<file path="src/rtl/uart_rx_core.sv">
// uart_rx_core: 8-bit UART receiver with 16x oversampling.
//
// Frame: 1 start bit, 8 data bits LSB first, optional parity bit, 1 stop bit.
// The serial input is synchronised with a 2-FF synchroniser. A frame starts
// on a 1->0 transition of the synchronised line seen in IDLE. Every bit is
// sampled at its middle, which is 8 ticks after the start edge plus a whole
// number of 16-tick bit periods.
//
// rst_n is asserted asynchronously. Its release is expected to be
// synchronous to clk.
//
// Ports:
//   clk          in   system clock, rising edge
//   rst_n        in   asynchronous active-low reset
//   data_rx      in   serial input, idle high, asynchronous to clk
//   baud_rate    in   00=2400 01=4800 10=9600 11=19200, latched at start edge
//   parity_type  in   00=none 01=odd 10=even 11=none, latched at start edge
//   data_out     out  last received byte
//   data_valid   out  1-clk pulse: data_out / parity_error / frame_error updated
//   parity_error out  parity mismatch on last frame (held until next data_valid)
//   frame_error  out  stop bit sampled low on last frame (held likewise)
//   active_flag  out  high from start edge until the stop-bit sample
//   done_flag    out  1-clk pulse, same cycle as data_valid
//
// Handshake: data_valid is a single-cycle strobe with no ready/back-pressure.
// data_out and both error flags are stable from the data_valid cycle until
// the next data_valid.
module uart_rx_core #(
  parameter int CLK_HZ     = 50_000_000,
  parameter int OVERSAMPLE = 16
) (
  input  logic       clk,
  input  logic       rst_n,
  input  logic       data_rx,
  input  logic [1:0] baud_rate,
  input  logic [1:0] parity_type,
  output logic [7:0] data_out,
  output logic       data_valid,
  output logic       parity_error,
  output logic       frame_error,
  output logic       active_flag,
  output logic       done_flag
);

  localparam int DIV_2400  = CLK_HZ / (2400  * OVERSAMPLE);
  localparam int DIV_4800  = CLK_HZ / (4800  * OVERSAMPLE);
  localparam int DIV_9600  = CLK_HZ / (9600  * OVERSAMPLE);
  localparam int DIV_19200 = CLK_HZ / (19200 * OVERSAMPLE);
  localparam int CNT_W     = (DIV_2400 > 1) ? $clog2(DIV_2400) : 1;

  typedef enum logic [2:0] {
    S_IDLE      = 3'd0,
    S_START     = 3'd1,
    S_DATA      = 3'd2,
    S_PARITY    = 3'd3,
    S_STOP      = 3'd4,
    S_WAIT_HIGH = 3'd5
  } state_e;

  state_e           state_q, state_d;
  logic             rx_meta_q, rx_s_q, rx_prev_q;
  logic [1:0]       fill_q, fill_d;
  logic             armed_q, armed_d;
  logic [1:0]       baud_q, baud_d;
  logic [1:0]       par_q, par_d;
  logic [CNT_W-1:0] div_cnt_q, div_cnt_d;
  logic [3:0]       tick_cnt_q, tick_cnt_d;
  logic [2:0]       bit_cnt_q, bit_cnt_d;
  logic [7:0]       shift_q, shift_d;
  logic             par_pend_q, par_pend_d;
  logic [7:0]       data_out_q, data_out_d;
  logic             data_valid_q, data_valid_d;
  logic             parity_error_q, parity_error_d;
  logic             frame_error_q, frame_error_d;
  logic             active_q, active_d;

  logic [CNT_W-1:0] div_m1;
  logic             tick;
  logic             start_edge;
  logic             mid_sample;
  logic             bit_sample;
  logic             parity_en;
  logic             exp_par;

  // Tick divider terminal count for the latched baud rate.
  always_comb begin
    div_m1 = CNT_W'(DIV_9600 - 1);
    case (baud_q)
      2'b00:   div_m1 = CNT_W'(DIV_2400 - 1);
      2'b01:   div_m1 = CNT_W'(DIV_4800 - 1);
      2'b10:   div_m1 = CNT_W'(DIV_9600 - 1);
      default: div_m1 = CNT_W'(DIV_19200 - 1);
    endcase
  end

  // The synchroniser flops reset high, so the first two synchronised samples
  // after reset do not come from the pin. fill_q marks when rx_s_q is real,
  // and armed_q requires one real high sample before any start edge is
  // accepted; a line held low through reset therefore never starts a frame.
  always_comb begin
    fill_d  = {fill_q[0], 1'b1};
    armed_d = armed_q | (fill_q[1] & rx_s_q);
  end

  assign tick       = (div_cnt_q == div_m1);
  assign start_edge = (state_q == S_IDLE) && armed_q && rx_prev_q && !rx_s_q;
  assign mid_sample = tick && (tick_cnt_q == 4'd7);
  assign bit_sample = tick && (tick_cnt_q == 4'd15);
  assign parity_en  = (par_q == 2'b01) || (par_q == 2'b10);
  assign exp_par    = (par_q == 2'b10) ? ^shift_q : ~^shift_q;

  // Divider restarts on the start edge so tick phase is locked to the edge.
  always_comb begin
    div_cnt_d = div_cnt_q + CNT_W'(1);
    if (start_edge || tick) div_cnt_d = '0;
  end

  // State register and all other flops.
  always_ff @(posedge clk or negedge rst_n) begin
    if (!rst_n) begin
      state_q        <= S_IDLE;
      rx_meta_q      <= 1'b1;
      rx_s_q         <= 1'b1;
      rx_prev_q      <= 1'b1;
      fill_q         <= 2'b00;
      armed_q        <= 1'b0;
      baud_q         <= 2'b00;
      par_q          <= 2'b00;
      div_cnt_q      <= '0;
      tick_cnt_q     <= 4'd0;
      bit_cnt_q      <= 3'd0;
      shift_q        <= 8'h00;
      par_pend_q     <= 1'b0;
      data_out_q     <= 8'h00;
      data_valid_q   <= 1'b0;
      parity_error_q <= 1'b0;
      frame_error_q  <= 1'b0;
      active_q       <= 1'b0;
    end else begin
      state_q        <= state_d;
      rx_meta_q      <= data_rx;
      rx_s_q         <= rx_meta_q;
      rx_prev_q      <= rx_s_q;
      fill_q         <= fill_d;
      armed_q        <= armed_d;
      baud_q         <= baud_d;
      par_q          <= par_d;
      div_cnt_q      <= div_cnt_d;
      tick_cnt_q     <= tick_cnt_d;
      bit_cnt_q      <= bit_cnt_d;
      shift_q        <= shift_d;
      par_pend_q     <= par_pend_d;
      data_out_q     <= data_out_d;
      data_valid_q   <= data_valid_d;
      parity_error_q <= parity_error_d;
      frame_error_q  <= frame_error_d;
      active_q       <= active_d;
    end
  end

  // Next-state logic.
  always_comb begin
    state_d = state_q;
    case (state_q)
      S_IDLE:      if (start_edge) state_d = S_START;
      S_START:     if (mid_sample) state_d = rx_s_q ? S_IDLE : S_DATA;
      S_DATA:      if (bit_sample && (bit_cnt_q == 3'd7))
                     state_d = parity_en ? S_PARITY : S_STOP;
      S_PARITY:    if (bit_sample) state_d = S_STOP;
      S_STOP:      if (bit_sample) state_d = rx_s_q ? S_IDLE : S_WAIT_HIGH;
      S_WAIT_HIGH: if (rx_s_q) state_d = S_IDLE;
      default:     state_d = S_IDLE;
    endcase
  end

  // Datapath and registered outputs.
  always_comb begin
    baud_d         = baud_q;
    par_d          = par_q;
    tick_cnt_d     = tick ? tick_cnt_q + 4'd1 : tick_cnt_q;
    bit_cnt_d      = bit_cnt_q;
    shift_d        = shift_q;
    par_pend_d     = par_pend_q;
    data_out_d     = data_out_q;
    data_valid_d   = 1'b0;
    parity_error_d = parity_error_q;
    frame_error_d  = frame_error_q;
    active_d       = active_q;

    case (state_q)
      S_IDLE: begin
        if (start_edge) begin
          baud_d     = baud_rate;
          par_d      = parity_type;
          tick_cnt_d = 4'd0;
          bit_cnt_d  = 3'd0;
          par_pend_d = 1'b0;
          active_d   = 1'b1;
        end
      end
      S_START: begin
        if (mid_sample) begin
          // Re-zero so the data bits are sampled 16 ticks apart from here.
          tick_cnt_d = 4'd0;
          if (rx_s_q) active_d = 1'b0;
        end
      end
      S_DATA: begin
        if (bit_sample) begin
          shift_d   = {rx_s_q, shift_q[7:1]};
          bit_cnt_d = bit_cnt_q + 3'd1;
        end
      end
      S_PARITY: begin
        if (bit_sample && (rx_s_q != exp_par)) par_pend_d = 1'b1;
      end
      S_STOP: begin
        if (bit_sample) begin
          data_out_d     = shift_q;
          parity_error_d = par_pend_q;
          frame_error_d  = !rx_s_q;
          data_valid_d   = 1'b1;
          active_d       = 1'b0;
        end
      end
      default: ;
    endcase
  end

  assign data_out     = data_out_q;
  assign data_valid   = data_valid_q;
  assign done_flag    = data_valid_q;
  assign parity_error = parity_error_q;
  assign frame_error  = frame_error_q;
  assign active_flag  = active_q;

endmodule

</file>
<file path="config.mk">
export PLATFORM = sky130hd
export DESIGN_NAME = uart_rx_core
export DESIGN_NICKNAME = d
export VERILOG_FILES = /design/src/rtl/uart_rx_core.sv
export SDC_FILE = /design/constraint.sdc
export NUM_CORES = 1
export LEC_CHECK = 0
export BUFFER_PORTS_ARGS = -buffer_cell sky130_fd_sc_hd__buf_2
export CORE_UTILIZATION = 64
export DETAILED_ROUTE_END_ITERATION = 8
export GPL_TIMING_DRIVEN = 0
export PLACE_DENSITY = 0.86
export SLEW_MARGIN = 20
export SYNTH_ARGS = -nofsm -noshare
export SYNTH_HDL_FRONTEND = slang
export SYNTH_SLANG_ARGS = --single-unit
</file>
<file path="constraint.sdc">
create_clock -name clk -period 4.7 [get_ports clk]
set_input_delay 1.41 -clock clk [delete_from_list [all_inputs] [get_ports clk]]
set_output_delay 1.41 -clock clk [all_outputs]
set_load 0.01 [all_outputs]
</file>
# Word level (Yosys, flattened, before mapping)
# Index checks and enable logic that the tools add are counted.
# W data, S select, Z words.
totals:
  memories: 0
  latch_bits: 0
  out_inout_bits: 13
  input_bits: 7
  elab_cells: 100
  ram_bits: 0
  regBits: 52
  mem_bits_ro: 0
classes:
  div: 0
  muxes: 30
  multipliers: 0
  bitwise_logic: 2
  n_shift: 0
  n_lt_le_gt_ge: 0
  reduce_logical: 24
  addsub: 3
  n_eq_ne: 23
ops:
  columns: ["op", "n"]
  rows:
  - ["$pmux W11 S3", 1]
  - ["$mux W3", 10]
  - ["$ne A2 B2 Y1 const B", 9]
  - ["$pmux W3 S6", 1]
  - ["$mux W4", 3]
  - ["$add A11 B1 Y11 const B", 1]
  - ["$eq A11 B11 Y1", 1]
  - ["$mux W11", 1]
  - ["$eq A3 B3 Y1 const B", 3]
  - ["$mux W1", 9]
  - ["$pmux W4 S2", 1]
  - ["$reduce_xnor A8 Y1", 1]
  - ["$reduce_xor A8 Y1", 1]
  - ["$logic_and A1 B1 Y1", 7]
  - ["$eq A3 B2 Y1 const B", 2]
  - ["$pmux W3 S2", 1]
  - ["$reduce_and A2 Y1", 3]
  - ["$reduce_and A3 Y1", 2]
  - ["$reduce_and A6 Y1", 1]
  - ["$reduce_and A5 Y1", 1]
  - ["$add A4 B1 Y4 const B", 1]
  - ["$eq A2 B1 Y1 const B", 2]
  - ["$eq A2 B2 Y1 const B", 2]
  - ["$eq A4 B3 Y1 const B", 1]
  - ["other kinds (15)", 17]

# Depth between registers and ports, before layout
# Gate-level depths: netlist of the first run.
depth:
  word_depth: 7
  depth_mapped: 8
  depth_no_buf: 7

# Worst setup path before layout of the first run
# No wires, ideal clock.
synth_timing:
  kind: "register to register"
  startpoint: "register baud_q[0]"
  endpoint: "register shift_q[0]"
  t_required_ns: 4.575
  stages_incl_launch_ff: 9
  t_arrival_ns: 2.264
  path_slack_ns: 2.311
  path_buffers: 1
  synth_period_minus_slack_ns: 2.389
  cell_sequence: "dfrtp_1 inv_1 ha_1 or3_4 a22oi_4 nand4_4 nor4_2 buf_4 mux2_2"
synth_via:
  elab_chain_len: 5
  elab_cells_between_ends: 7
  cone_classes: "3 x eq/ne; 1 x mux; 3 x reduce/logical"
synth_rtl:
  columns: ["item", "line", "source"]
  rows:
  - ["from (decl)", "64", "logic [1:0] baud_q, baud_d;"]
  - ["from (signal assigned)", "146", "baud_q <= baud_d;"]
  - ["$eq A2 B2 Y1, or another cell as far along", "88", "case (baud_q)"]
  - ["$pmux W11 S3 (*)", "88", null]
  - ["$eq A11 B11 Y1 (*)", "105", "assign tick = (div_cnt_q == div_m1);"]
  - ["$logic_and A1 B1 Y1 (*)", "108", "assign bit_sample = tick && (tick_cnt_q == 4'd15);"]
  - ["$reduce_and A2 Y1 (no line) (*)", null, null]
  - ["to (signal assigned)", "151", "shift_q <= shift_d;"]
  - ["to (decl)", "69", "logic [7:0] shift_q, shift_d;"]
# Mark *: on every way between the ends. The rest lies on a longest branch, timed or not.
# A chain may end at the register's enable or synchronous reset.

# Final worst setup path of the first run
layout_timing:
  startpoint: "register baud_q[0]"
  endpoint: "register shift_q[1]"
# The elaborated chain is that of the path after synthesis.

==> results of run 1 <==
[metrics by stage]
stage | worst slack (ps) | hold slack (ps) | cell area (µm²) | util (%)
after floorplan | 2310 | 331 | 2620 | -
after global placement | 2150 | 333 | 2770 | 73.0
after detailed placement | 2020 | 346 | 2770 | 73.0
after CTS | 2010 | 360 | 2870 | 75.6
after global routing | 1820 | 362 | 2880 | 75.7
final | 2030 | 359 | 2880 | 75.7
[how the worst max path moves through the flow]
| stage | start | end | slack (ps) | depth (start not counted) |
|---|---|---|---|---|
| final | baud_q[0]$_DFFE_PN0P_ | shift_q[1]$_DFFE_PN0P_ | 2030 | 8 |
| after global routing | baud_q[0]$_DFFE_PN0P_ | shift_q[1]$_DFFE_PN0P_ | 1820 | 8 |
| after CTS | baud_q[0]$_DFFE_PN0P_ | shift_q[3]$_DFFE_PN0P_ | 2010 | 8 |
| after detailed placement | baud_q[0]$_DFFE_PN0P_ | shift_q[3]$_DFFE_PN0P_ | 2020 | 8 |
| after global placement | baud_q[0]$_DFFE_PN0P_ | shift_q[4]$_DFFE_PN0P_ | 2150 | 8 |
| after floorplan | baud_q[0]$_DFFE_PN0P_ | shift_q[0]$_DFFE_PN0P_ | 2310 | 8 |
[sequential cells by signal, summed over array words and instances (netlist names), 2 cells and up]
register,count
div_cnt_q,11
baud_q,2
par_q,2
shift_q,8
state_q,3
data_out,8
tick_cnt_q,4
fill_q,2
bit_cnt_q,3
[worst register-to-register path, stage by stage (launching register included)]
cell	delay, ps
sky130_fd_sc_hd__dfrtp_1	390
sky130_fd_sc_hd__inv_1	90
sky130_fd_sc_hd__ha_1	270
sky130_fd_sc_hd__xor2_1	180
sky130_fd_sc_hd__o41ai_2	450
sky130_fd_sc_hd__nand4_4	230
sky130_fd_sc_hd__nor4_2	350
sky130_fd_sc_hd__buf_4	260
sky130_fd_sc_hd__mux2_2	360
[power by group]
part           switching (mW)  internal [mW]
registers              0.0669          0.514
logic                   0.239          0.179
clock network           0.137          0.134
[cell families after synthesis]
group,after synthesis,synth area share [%]
multiplexers,21,10.1
XOR/XNOR,23,7.70
adder cells (fa/ha/maj),9,4.30
AND/OR/NAND/NOR,76,15.8
flip-flops,52,49.9
AO/OA/AOI/OAI,30,8.65
other,1,0.143
buffers and inverters,18,3.44
[layout make-up]
cell class / count / area share, %
tap: 48 / 2.09
sequential: 52 / 45.4
inverter: 7 / 0.914
clock buffer: 8 / 3.48
buffer: 11 / 2.22
multi-input combinational: 160 / 42.5
timing repair buffer: 19 / 3.39
[synthesized netlist by cell type (2+ instances only)]
cell type                    n  share of area (%)
sky130_fd_sc_hd__a21o_1      2               0.57
sky130_fd_sc_hd__a21oi_1     6                1.1
sky130_fd_sc_hd__a2bb2oi_1   2               0.67
sky130_fd_sc_hd__and3_1      3               0.72
sky130_fd_sc_hd__buf_4       2               0.57
sky130_fd_sc_hd__buf_6       2               0.86
sky130_fd_sc_hd__clkbuf_1    7                1.0
sky130_fd_sc_hd__dfrtp_1    49                 47
sky130_fd_sc_hd__dfstp_2     3                3.0
sky130_fd_sc_hd__ha_1        9                4.3
sky130_fd_sc_hd__inv_1       7                1.0
sky130_fd_sc_hd__mux2_2      8                3.4
sky130_fd_sc_hd__mux2_4      9                5.2
sky130_fd_sc_hd__mux2i_1     4                1.5
sky130_fd_sc_hd__nand2_1    18                2.6
sky130_fd_sc_hd__nand2b_1    2               0.48
sky130_fd_sc_hd__nand3_1     6                1.1
sky130_fd_sc_hd__nand4_1     5                1.2
sky130_fd_sc_hd__nor2_1     17                2.4
sky130_fd_sc_hd__nor3_1      7                1.3
sky130_fd_sc_hd__nor4_1      4               0.96
sky130_fd_sc_hd__o21ai_0     7                1.3
sky130_fd_sc_hd__o221ai_1    2               0.67
sky130_fd_sc_hd__or3_1       5                1.2
sky130_fd_sc_hd__xnor2_1    12                4.0
sky130_fd_sc_hd__xor2_1     11                3.7
[layer usage]
layer / wire (µm) / up-vias / part of all wire, %
met1: 2200 / 918 / 46
met4: 91 / 0 / 1.9
met5: 0 / - / 0
met2: 2350 / 44 / 49
met3: 173 / 12 / 3.6
li1: - / 864 / -
==> flow_metrics.tcl, run 1 <==
set metrics [dict create \
    outcome "completed" \
    cts_sinks 52 \
    synthesis.yosys.warnings 0 \
    core_region_area_um2 3800 \
    overflow 0 \
    drtPass1Iterations 4 \
    wire_length_of_the_first_global_routing_pass_mm 8.18 \
    antennaDiodeCount 0 \
    ios 20 \
    fill_cells 253 \
    route.antenna.remaining_nets 0 \
    finalWirelength_mm 4.82 \
    rr_endpoint "shift_q[1]$_DFFE_PN0P_" \
    clk-insertion-delay-late_ps 310 \
    synth.net_count 246 \
    critical_path_class "reg2reg" \
    layout.cells.most_common "sky130_fd_sc_hd__dfrtp_1" \
    maximum_buffer_depth_of_the_clock_tree 2 \
    syn_inst 230 \
    rr_startpoint "baud_q[0]$_DFFE_PN0P_" \
    drv_cap 0 \
    ctsResizeCount 0 \
    post-route-period-util_pct 56.7 \
    ff2ff_setup_slack_ps 2030 \
    setup_viol 0 \
    fp-row-count 22 \
    vias_per_cell 6.03 \
    layout.cells.most_common_list "sky130_fd_sc_hd__dfrtp_1, sky130_fd_sc_hd__nand2_1, sky130_fd_sc_hd__buf_2, sky130_fd_sc_hd__nor2_1, sky130_fd_sc_hd__xnor2_1" \
    hold_path_class "reg2reg" \
    grt_antenna_before_repair 0 \
    sequential_cell_area_um2 1310 \
    final_period_minus_worst_setup_slack_ps 2670 \
    detailed_place_hpwl_mm 3.35 \
    worstRegToRegCells 8 \
    drive_gt1_share_pct 22.2 \
    fin_worst_skew_ps 8.64 \
    cts_buffers 5 \
    min_delay_worst_endpoint "fill_q[1]$_DFF_PN0_" \
    hold_path.startpoint "fill_q[0]$_DFF_PN0_" \
    cp.required_ps 4900 \
    final_hold_viol_count 0 \
    worst-path-max-fanout 10 \
    initial_core_utilization_pct 68.9 \
    fmaxAchievable_mhz 375 \
    total_power_mw 1.27 \
    ys_async_sr_fraction_pct 100 \
    slew_viol_final 0 \
    die_y_um 66.0 \
    power_leakage_nw 1.36 \
    detail_route.drc_violations 0 \
    grt_use_met3_pct 5.34 \
    dp.cells 297 \
    design.die.area_um2 4350 \
    vdd.ir_drop.worst_mv 0.268 \
    grt_busiest_layer "met2" \
    crit_family "simple AND/OR/NAND/NOR gates" \
    synth.cell_area_um2 2620 \
    syn_avg_cell_area_um2 11.4 \
    vias 1838 \
    setup.worst_path.end_class "flop" \
    worst_setup_hold_path_clk_slew_ps 90 \
    place_congestion 0.917 \
    multiInputGateArea_um2 1220 \
    groute.layer.met1.usage_pct 33.3 \
    finish.cell_count_without_fillers 305 \
    transition_at_the_pin_with_the_smallest_max_transition_slack_ps 634 \
    worstHoldPathCells 0 \
    area_delta_synth_final_pct 9.85 \
    grt_setup_unrepaired "no" \
    critical_path.max_stage_delay_ps 450 \
    ctsRootBufferMaster "sky130_fd_sc_hd__clkbuf_8" \
    htree_num_levels 2 \
    grt_start_max_net_pins 53 \
    yosys_most_used_dff "sky130_fd_sc_hd__dfrtp_1" \
    groute.layer.met2.usage_pct 41.1 \
    grt.total_usage_pct 25.3 \
    synth_cell_type_count 47 \
    tritoncts "done" \
    worst-path-buf-inv 2 \
    synth.ff_latch_count 52 \
    via_count_of_the_first_global_routing_pass 1760 \
    routedWlPerCell_um 15.8 \
    synth_enable_flop_cells 0 \
    critPathLaunchType "flop" \
    die_w_um 66.0 \
    post_cts.repair.setup_buffers 0 \
    synth-seq-area-share_pct 49.9 \
    crit_slowest_cell "sky130_fd_sc_hd__o41ai_2" \
    finalNetCount 272 \
    critical_path.cell_chain "inv_1 > ha_1 > xor2_1 > o41ai_2 > nand4_4 > nor4_2 > buf_4 > mux2_2" \
    cp_data_arrival_time_ps 2860 \
    relSlewSlack_pct 57.8 \
    drtIter0Drc 159 \
    numPortBuffers 19 \
    power_density_nw_per_um2 441 \
    tns_ps 0 \
    ctsHoldBuffers 0 \
]
Note: power is estimated with default switching activity, not from simulation.
==> run 2, diff against run 1 <==
--- a/config.mk
+++ b/config.mk
@@ -6,10 +6,10 @@
 export NUM_CORES = 1
 export LEC_CHECK = 0
 export BUFFER_PORTS_ARGS = -buffer_cell sky130_fd_sc_hd__buf_2
-export CORE_UTILIZATION = 64
+export CORE_UTILIZATION = 59
 export DETAILED_ROUTE_END_ITERATION = 8
 export GPL_TIMING_DRIVEN = 0
-export PLACE_DENSITY = 0.86
+export PLACE_DENSITY = 0.8
 export SLEW_MARGIN = 20
 export SYNTH_ARGS = -nofsm -noshare
 export SYNTH_HDL_FRONTEND = slang
==> constraint.sdc (replaced) <==
create_clock -name clk -period 2.6 [get_ports clk]
set_input_delay 0.78 -clock clk [delete_from_list [all_inputs] [get_ports clk]]
set_output_delay 0.78 -clock clk [all_outputs]
set_load 0.01 [all_outputs]
==> run 2 against run 1 <==
- global-route usage fell by 3.4 points
- die area rose by 8.2%
- core utilization fell by 4.7 points
- worst setup slack got worse by 1900 ps
- clock power rose by 77%
- via count fell by 3.3%
- register-to-register slack got worse by 1900 ps
- sequential power rose by 81%
- fmax rose by 7.1%
- largest cell class unchanged
- highest routed layer unchanged
==> flow_metrics.tcl, run 2 (same netlist as run 1, synthesis figures left out) <==
set metrics [dict create \
    outcome "completed" \
    die_y_um 68.6 \
    layout.cells.most_common "sky130_fd_sc_hd__dfrtp_1" \
    vias 1778 \
    transition_at_the_pin_with_the_smallest_max_transition_slack_ps 639 \
    critical_path_class "reg2reg" \
    cp.required_ps 2790 \
    drtPass1Iterations 5 \
    power_density_nw_per_um2 783 \
    overflow 0 \
    ios 20 \
    slew_viol_final 0 \
    stdcell_area_um2 2920 \
    ctsHoldBuffers 0 \
    grt.total_usage_pct 21.9 \
    drive_gt1_share_pct 24.3 \
    core_region_area_um2 4120 \
    layout.cells.most_common_list "sky130_fd_sc_hd__dfrtp_1, sky130_fd_sc_hd__nand2_1, sky130_fd_sc_hd__buf_2, sky130_fd_sc_hd__nor2_1, sky130_fd_sc_hd__xnor2_1" \
    maximum_buffer_depth_of_the_clock_tree 2 \
    total_power_mw 2.29 \
    crit_slowest_cell "sky130_fd_sc_hd__or3_4" \
    largest-register "div_cnt_q" \
    worst-path-max-fanout 10 \
    final_hold_viol_count 0 \
    die_w_um 68.6 \
    drv_cap 0 \
    initial_core_utilization_pct 63.6 \
    setup_viol 0 \
    fill_cells 302 \
    vias_per_cell 5.75 \
    cts_buffers 5 \
    setup.worst_path.end_class "flop" \
    place_congestion 0.830 \
    htree_num_levels 2 \
    clk-insertion-delay-late_ps 310 \
    ff2ff_setup_slack_ps 110 \
    most_prevalent_standard_cell_on_the_critical_path "sky130_fd_sc_hd__or3_4" \
    relSlewSlack_pct 57.4 \
    placed_cell_area_um2 2780 \
    antennaDiodeCount 0 \
    cp_data_arrival_time_ps 2680 \
    largest_register_ff_count 11 \
    numPortBuffers 19 \
    detailed_place_hpwl_mm 3.12 \
    wire_length_of_the_first_global_routing_pass_mm 7.51 \
    worst-path-buf-inv 2 \
    fin_worst_hold_slack_ps 360 \
    fp-row-count 23 \
    critical_path.max_stage_delay_ps 430 \
    fmaxAchievable_mhz 402 \
    vdd.ir_drop.worst_mv 0.376 \
    grt_setup_unrepaired "no" \
    routedWlPerCell_um 14.5 \
    finalWirelength_mm 4.48 \
    hold_path_class "reg2reg" \
    post-route-period-util_pct 95.7 \
    critical_path.cell_chain "inv_1 > ha_2 > or3_4 > a22oi_4 > nand4_4 > or3_4 > buf_6 > mux2_4" \
    finalNetCount 274 \
    tritoncts "done" \
    cts_sinks 52 \
    worst_setup_hold_path_clk_slew_ps 100 \
    via_count_of_the_first_global_routing_pass 1681 \
    route.antenna.remaining_nets 0 \
    drtIter0Drc 131 \
    final_period_minus_worst_setup_slack_ps 2490 \
    power_leakage_nw 1.36 \
    detail_route.drc_violations 0 \
    grt_start_max_net_pins 53 \
    area_delta_synth_final_pct 11.7 \
    ctsRootBufferMaster "sky130_fd_sc_hd__clkbuf_8" \
    fin_worst_skew_ps 6.52 \
    critPathLaunchType "flop" \
    grt_antenna_before_repair 0 \
    design.die.area_um2 4710 \
    crit_family "simple AND/OR/NAND/NOR gates" \
]
==> run 2: cell types whose count changed in the layout (fill, tap and decap cells not counted), sizes merged <==
| cell | before | now |
|---|---|---|
| clkbuf | 15 | 12 |
| buf | 23 | 25 |
| clkinv | 0 | 1 |
| clkinvlp | 0 | 1 |
| inv | 7 | 8 |
==> run 2: worst register-to-register path: cells and delay by family, from the launching register on <==
family                   cells  cell delay, ps
AND/OR/NAND/NOR              3             970
adder cells (fa/ha/maj)      1             220
multiplexers                 1             310
AO/OA/AOI/OAI                1             240
flip-flops                   1             390
buffers and inverters        2             250
==> run 2: what timing repair did <==
item / 4_1_cts / 5_1_grt
pin swaps: 0 / 1
setup endpoints to repair: 7 / 19
gates resized for setup: 0 / 6
setup buffers: 1 / 1
cloned: 0 / 0
==> run 2: path summary, 6_finish.rpt <==
check                                       from                  endpoint  depth (start not counted)
setup / recovery           baud_q[0]$_DFFE_PN0P_   data_out[6]$_DFFE_PN0P_                          8
hold / removal               fill_q[0]$_DFF_PN0_       fill_q[1]$_DFF_PN0_                          0
setup reg to reg           baud_q[0]$_DFFE_PN0P_   data_out[6]$_DFFE_PN0P_                          8
hold reg to reg              fill_q[0]$_DFF_PN0_       fill_q[1]$_DFF_PN0_                          0
max in group asynchronous                  rst_n  bit_cnt_q[2]$_DFFE_PN0P_                          1
min in group asynchronous                  rst_n   data_out[0]$_DFFE_PN0P_                          1
==> run 2: final cells by class <==
type | count | area (µm²) | area share [%]
Clock buffer | 5 | 68.8 | 2.35
Timing Repair Buffer | 21 | 113 | 3.85
Inverter | 7 | 26.3 | 0.899
Tap cell | 50 | 62.6 | 2.14
Buffer | 11 | 67.6 | 2.31
Multi-Input combinational cell | 160 | 1250 | 42.9
Sequential cell | 52 | 1310 | 44.6
Clock inverter | 3 | 27.5 | 0.942
==> run 2: through the flow <==
stage                     TNS, ps  utilization, %  worst slack, ps  cells
after global routing            0            71.0             35.1    309
after global placement          0            67.4             40.0    299
after CTS                       0            70.0             16.3    308
after floorplan                 0               -              211    230
after detailed placement    -27.5            67.4            -8.52    299
final                           0            71.0              112    309
==> run 2: power breakdown <==
group / internal (mW) / leakage [nW] / total [mW] / switching, mW
Sequential: 0.928 / 0.675 / 1.05 / 0.119
Clock: 0.198 / 0.0463 / 0.479 / 0.281
Combinational: 0.336 / 0.639 / 0.763 / 0.427
==> run 2: layer usage <==
layer	global-route usage [%]	wire length, µm
met1	28.8	2160
met2	36.2	2090
met3	4.93	184
met4	6.25	48
met5	0	0
==> run 3, diff against run 2 <==
--- a/config.mk
+++ b/config.mk
@@ -6,10 +6,11 @@
 export NUM_CORES = 1
 export LEC_CHECK = 0
 export BUFFER_PORTS_ARGS = -buffer_cell sky130_fd_sc_hd__buf_2
-export CORE_UTILIZATION = 59
+export CORE_UTILIZATION = 44
+export CTS_BUF_LIST = sky130_fd_sc_hd__clkbuf_2
 export DETAILED_ROUTE_END_ITERATION = 8
 export GPL_TIMING_DRIVEN = 0
-export PLACE_DENSITY = 0.8
+export PLACE_DENSITY = 0.63
 export SLEW_MARGIN = 20
 export SYNTH_ARGS = -nofsm -noshare
 export SYNTH_HDL_FRONTEND = slang
==> run 3 against run 2 <==
- die area increased by 33%
- sequential power about the same
- fmax decreased by 0.80%
- final area decreased by 0.43%
- cell count increased by 7.8%
- core utilization decreased by 19 points
- first-iteration DRC count decreased by 21%
- non-clock buffer count increased by 2
- wire length increased by 2.7%
- critical path depth unchanged
- sequential share of layout area increased by 0.19 points
- clock skew increased by 19 ps
==> flow_metrics.tcl, run 3 (same netlist as run 1, synthesis figures left out) <==
set metrics [dict create \
    outcome "completed" \
    clk-insertion-delay-late_ps 440 \
    layout.cells.most_common "sky130_fd_sc_hd__dfrtp_1" \
    core_region_area_um2 5610 \
    stdcell_area_um2 2910 \
    largest-register "div_cnt_q" \
    placed_cell_area_um2 2810 \
    overflow 0 \
    routedWlPerCell_um 13.8 \
    htree_num_levels 2 \
    fp-row-count 27 \
    vias 1759 \
    wire_length_of_the_first_global_routing_pass_mm 8.02 \
    ctsRootBufferMaster "sky130_fd_sc_hd__clkbuf_2" \
    via_count_of_the_first_global_routing_pass 1655 \
    dp.cells 321 \
    power_density_nw_per_um2 744 \
    relSlewSlack_pct 54.9 \
    die_w_um 79.1 \
    design.die.area_um2 6260 \
    antennaDiodeCount 0 \
    layout.cells.most_common_list "sky130_fd_sc_hd__dfrtp_1, sky130_fd_sc_hd__nand2_1, sky130_fd_sc_hd__buf_2, sky130_fd_sc_hd__nor2_1, sky130_fd_sc_hd__xnor2_1" \
    maximum_buffer_depth_of_the_clock_tree 2 \
    slew_viol_final 0 \
    cts_sinks 52 \
    finalNetCount 276 \
    worst_setup_hold_path_clk_slew_ps 280 \
    setup_viol 0 \
    transition_at_the_pin_with_the_smallest_max_transition_slack_ps 676 \
    vdd.ir_drop.worst_mv 0.375 \
    initial_core_utilization_pct 46.7 \
    cp_data_arrival_time_ps 2860 \
    numPortBuffers 19 \
    route.antenna.remaining_nets 0 \
    place_congestion 0.830 \
    grt_start_max_net_pins 53 \
    drtPass1Iterations 4 \
    critPathLaunchType "flop" \
    drive_gt1_share_pct 24.1 \
    finish.cell_count_without_fillers 333 \
    ctsHoldBuffers 0 \
    drv_cap 0 \
    grt.total_usage_pct 16.6 \
    die_y_um 79.1 \
    fin_worst_hold_slack_ps 331 \
    power_leakage_nw 1.35 \
    finalWirelength_mm 4.61 \
    final_period_minus_worst_setup_slack_ps 2510 \
    dp_slack_ps -37.9 \
    post-route-period-util_pct 96.5 \
    critical_path_class "reg2reg" \
    area_delta_synth_final_pct 11.2 \
    setup.worst_path.end_class "flop" \
    worst-path-max-fanout 10 \
    detail_route.drc_violations 0 \
    hold_path_class "in2async" \
    cp.required_ps 2950 \
    detailed_place_hpwl_mm 3.13 \
    largest_register_ff_count 11 \
    vias_per_cell 5.28 \
    fin_worst_skew_ps 25.4 \
    grt_setup_unrepaired "no" \
    post_route_setup_slack_ps 91.8 \
    ios 20 \
    final_hold_viol_count 0 \
    tritoncts "done" \
    grt_antenna_before_repair 0 \
    cts_buffers 5 \
    total_power_mw 2.16 \
    drtIter0Drc 104 \
    fmaxAchievable_mhz 399 \
]
[run 3: worst paths after layout]
| kind | startpoint | slack, ps | depth (start not counted) | endpoint |
|---|---|---|---|---|
| worst max-delay path | baud_q[0]$_DFFE_PN0P_ | 90 | 8 | data_out[6]$_DFFE_PN0P_ |
| worst min-delay path | rst_n | 330 | 1 | bit_cnt_q[2]$_DFFE_PN0P_ |
| worst max register to register | baud_q[0]$_DFFE_PN0P_ | 90 | 8 | data_out[6]$_DFFE_PN0P_ |
| worst min register to register | rx_meta_q$_DFF_PN1_ | 380 | 0 | rx_s_q$_DFF_PN1_ |
| max in group asynchronous | rst_n | 1820 | 1 | par_pend_q$_DFFE_PN0P_ |
| min in group clk | rx_meta_q$_DFF_PN1_ | 380 | 0 | rx_s_q$_DFF_PN1_ |
[run 3: area by class of cell]
cell class                      instances  area, µm²
Fill cell                             552       2700
Sequential cell                        52       1310
Multi-Input combinational cell        160       1250
Timing Repair Buffer                   23        128
Tap cell                               72       90.1
Buffer                                 11       67.6
Inverter                                7       26.3
Clock buffer                            5       25.0
Clock inverter                          3       18.8
[run 3: critical path: stages (launching register included)]
cell	delay, ps
sky130_fd_sc_hd__dfrtp_1	430
sky130_fd_sc_hd__inv_1	90
sky130_fd_sc_hd__ha_1	280
sky130_fd_sc_hd__or3_4	360
sky130_fd_sc_hd__a22oi_4	230
sky130_fd_sc_hd__nand4_4	160
sky130_fd_sc_hd__or3_1	420
sky130_fd_sc_hd__buf_6	170
sky130_fd_sc_hd__mux2_4	300
[run 3: what timing repair did]
action	in CTS	in global routing
setup buffers	1	3
pin swaps	0	1
endpoints found under the setup margin	7	30
resized for setup	2	3
[run 3: power by group]
group          leakage (nW)  internal [mW]  switching [mW]
Sequential            0.675          0.929           0.121
Clock                0.0226         0.0620           0.261
Combinational         0.649          0.358           0.434
Total                  1.35           1.35           0.816
[run 3: metrics by stage]
step / setup TNS (ps) / utilization (%)
finish: 0 / 51.9
global route: 0 / 51.9
CTS: -11.4 / 51.3
detailed placement: -249 / 50.0
global placement: -68.3 / 50.0
floorplan: 0 / -
[run 3: metal layers]
metal | vias to the layer above | share of wire, % | GRT usage (%)
li1 | 867 | - | -
met1 | 860 | 52 | 23.0
met2 | 28 | 44 | 25.4
met3 | 4 | 2.9 | 3.79
met4 | 0 | 1.1 | 5.45
met5 | - | 0 | 0
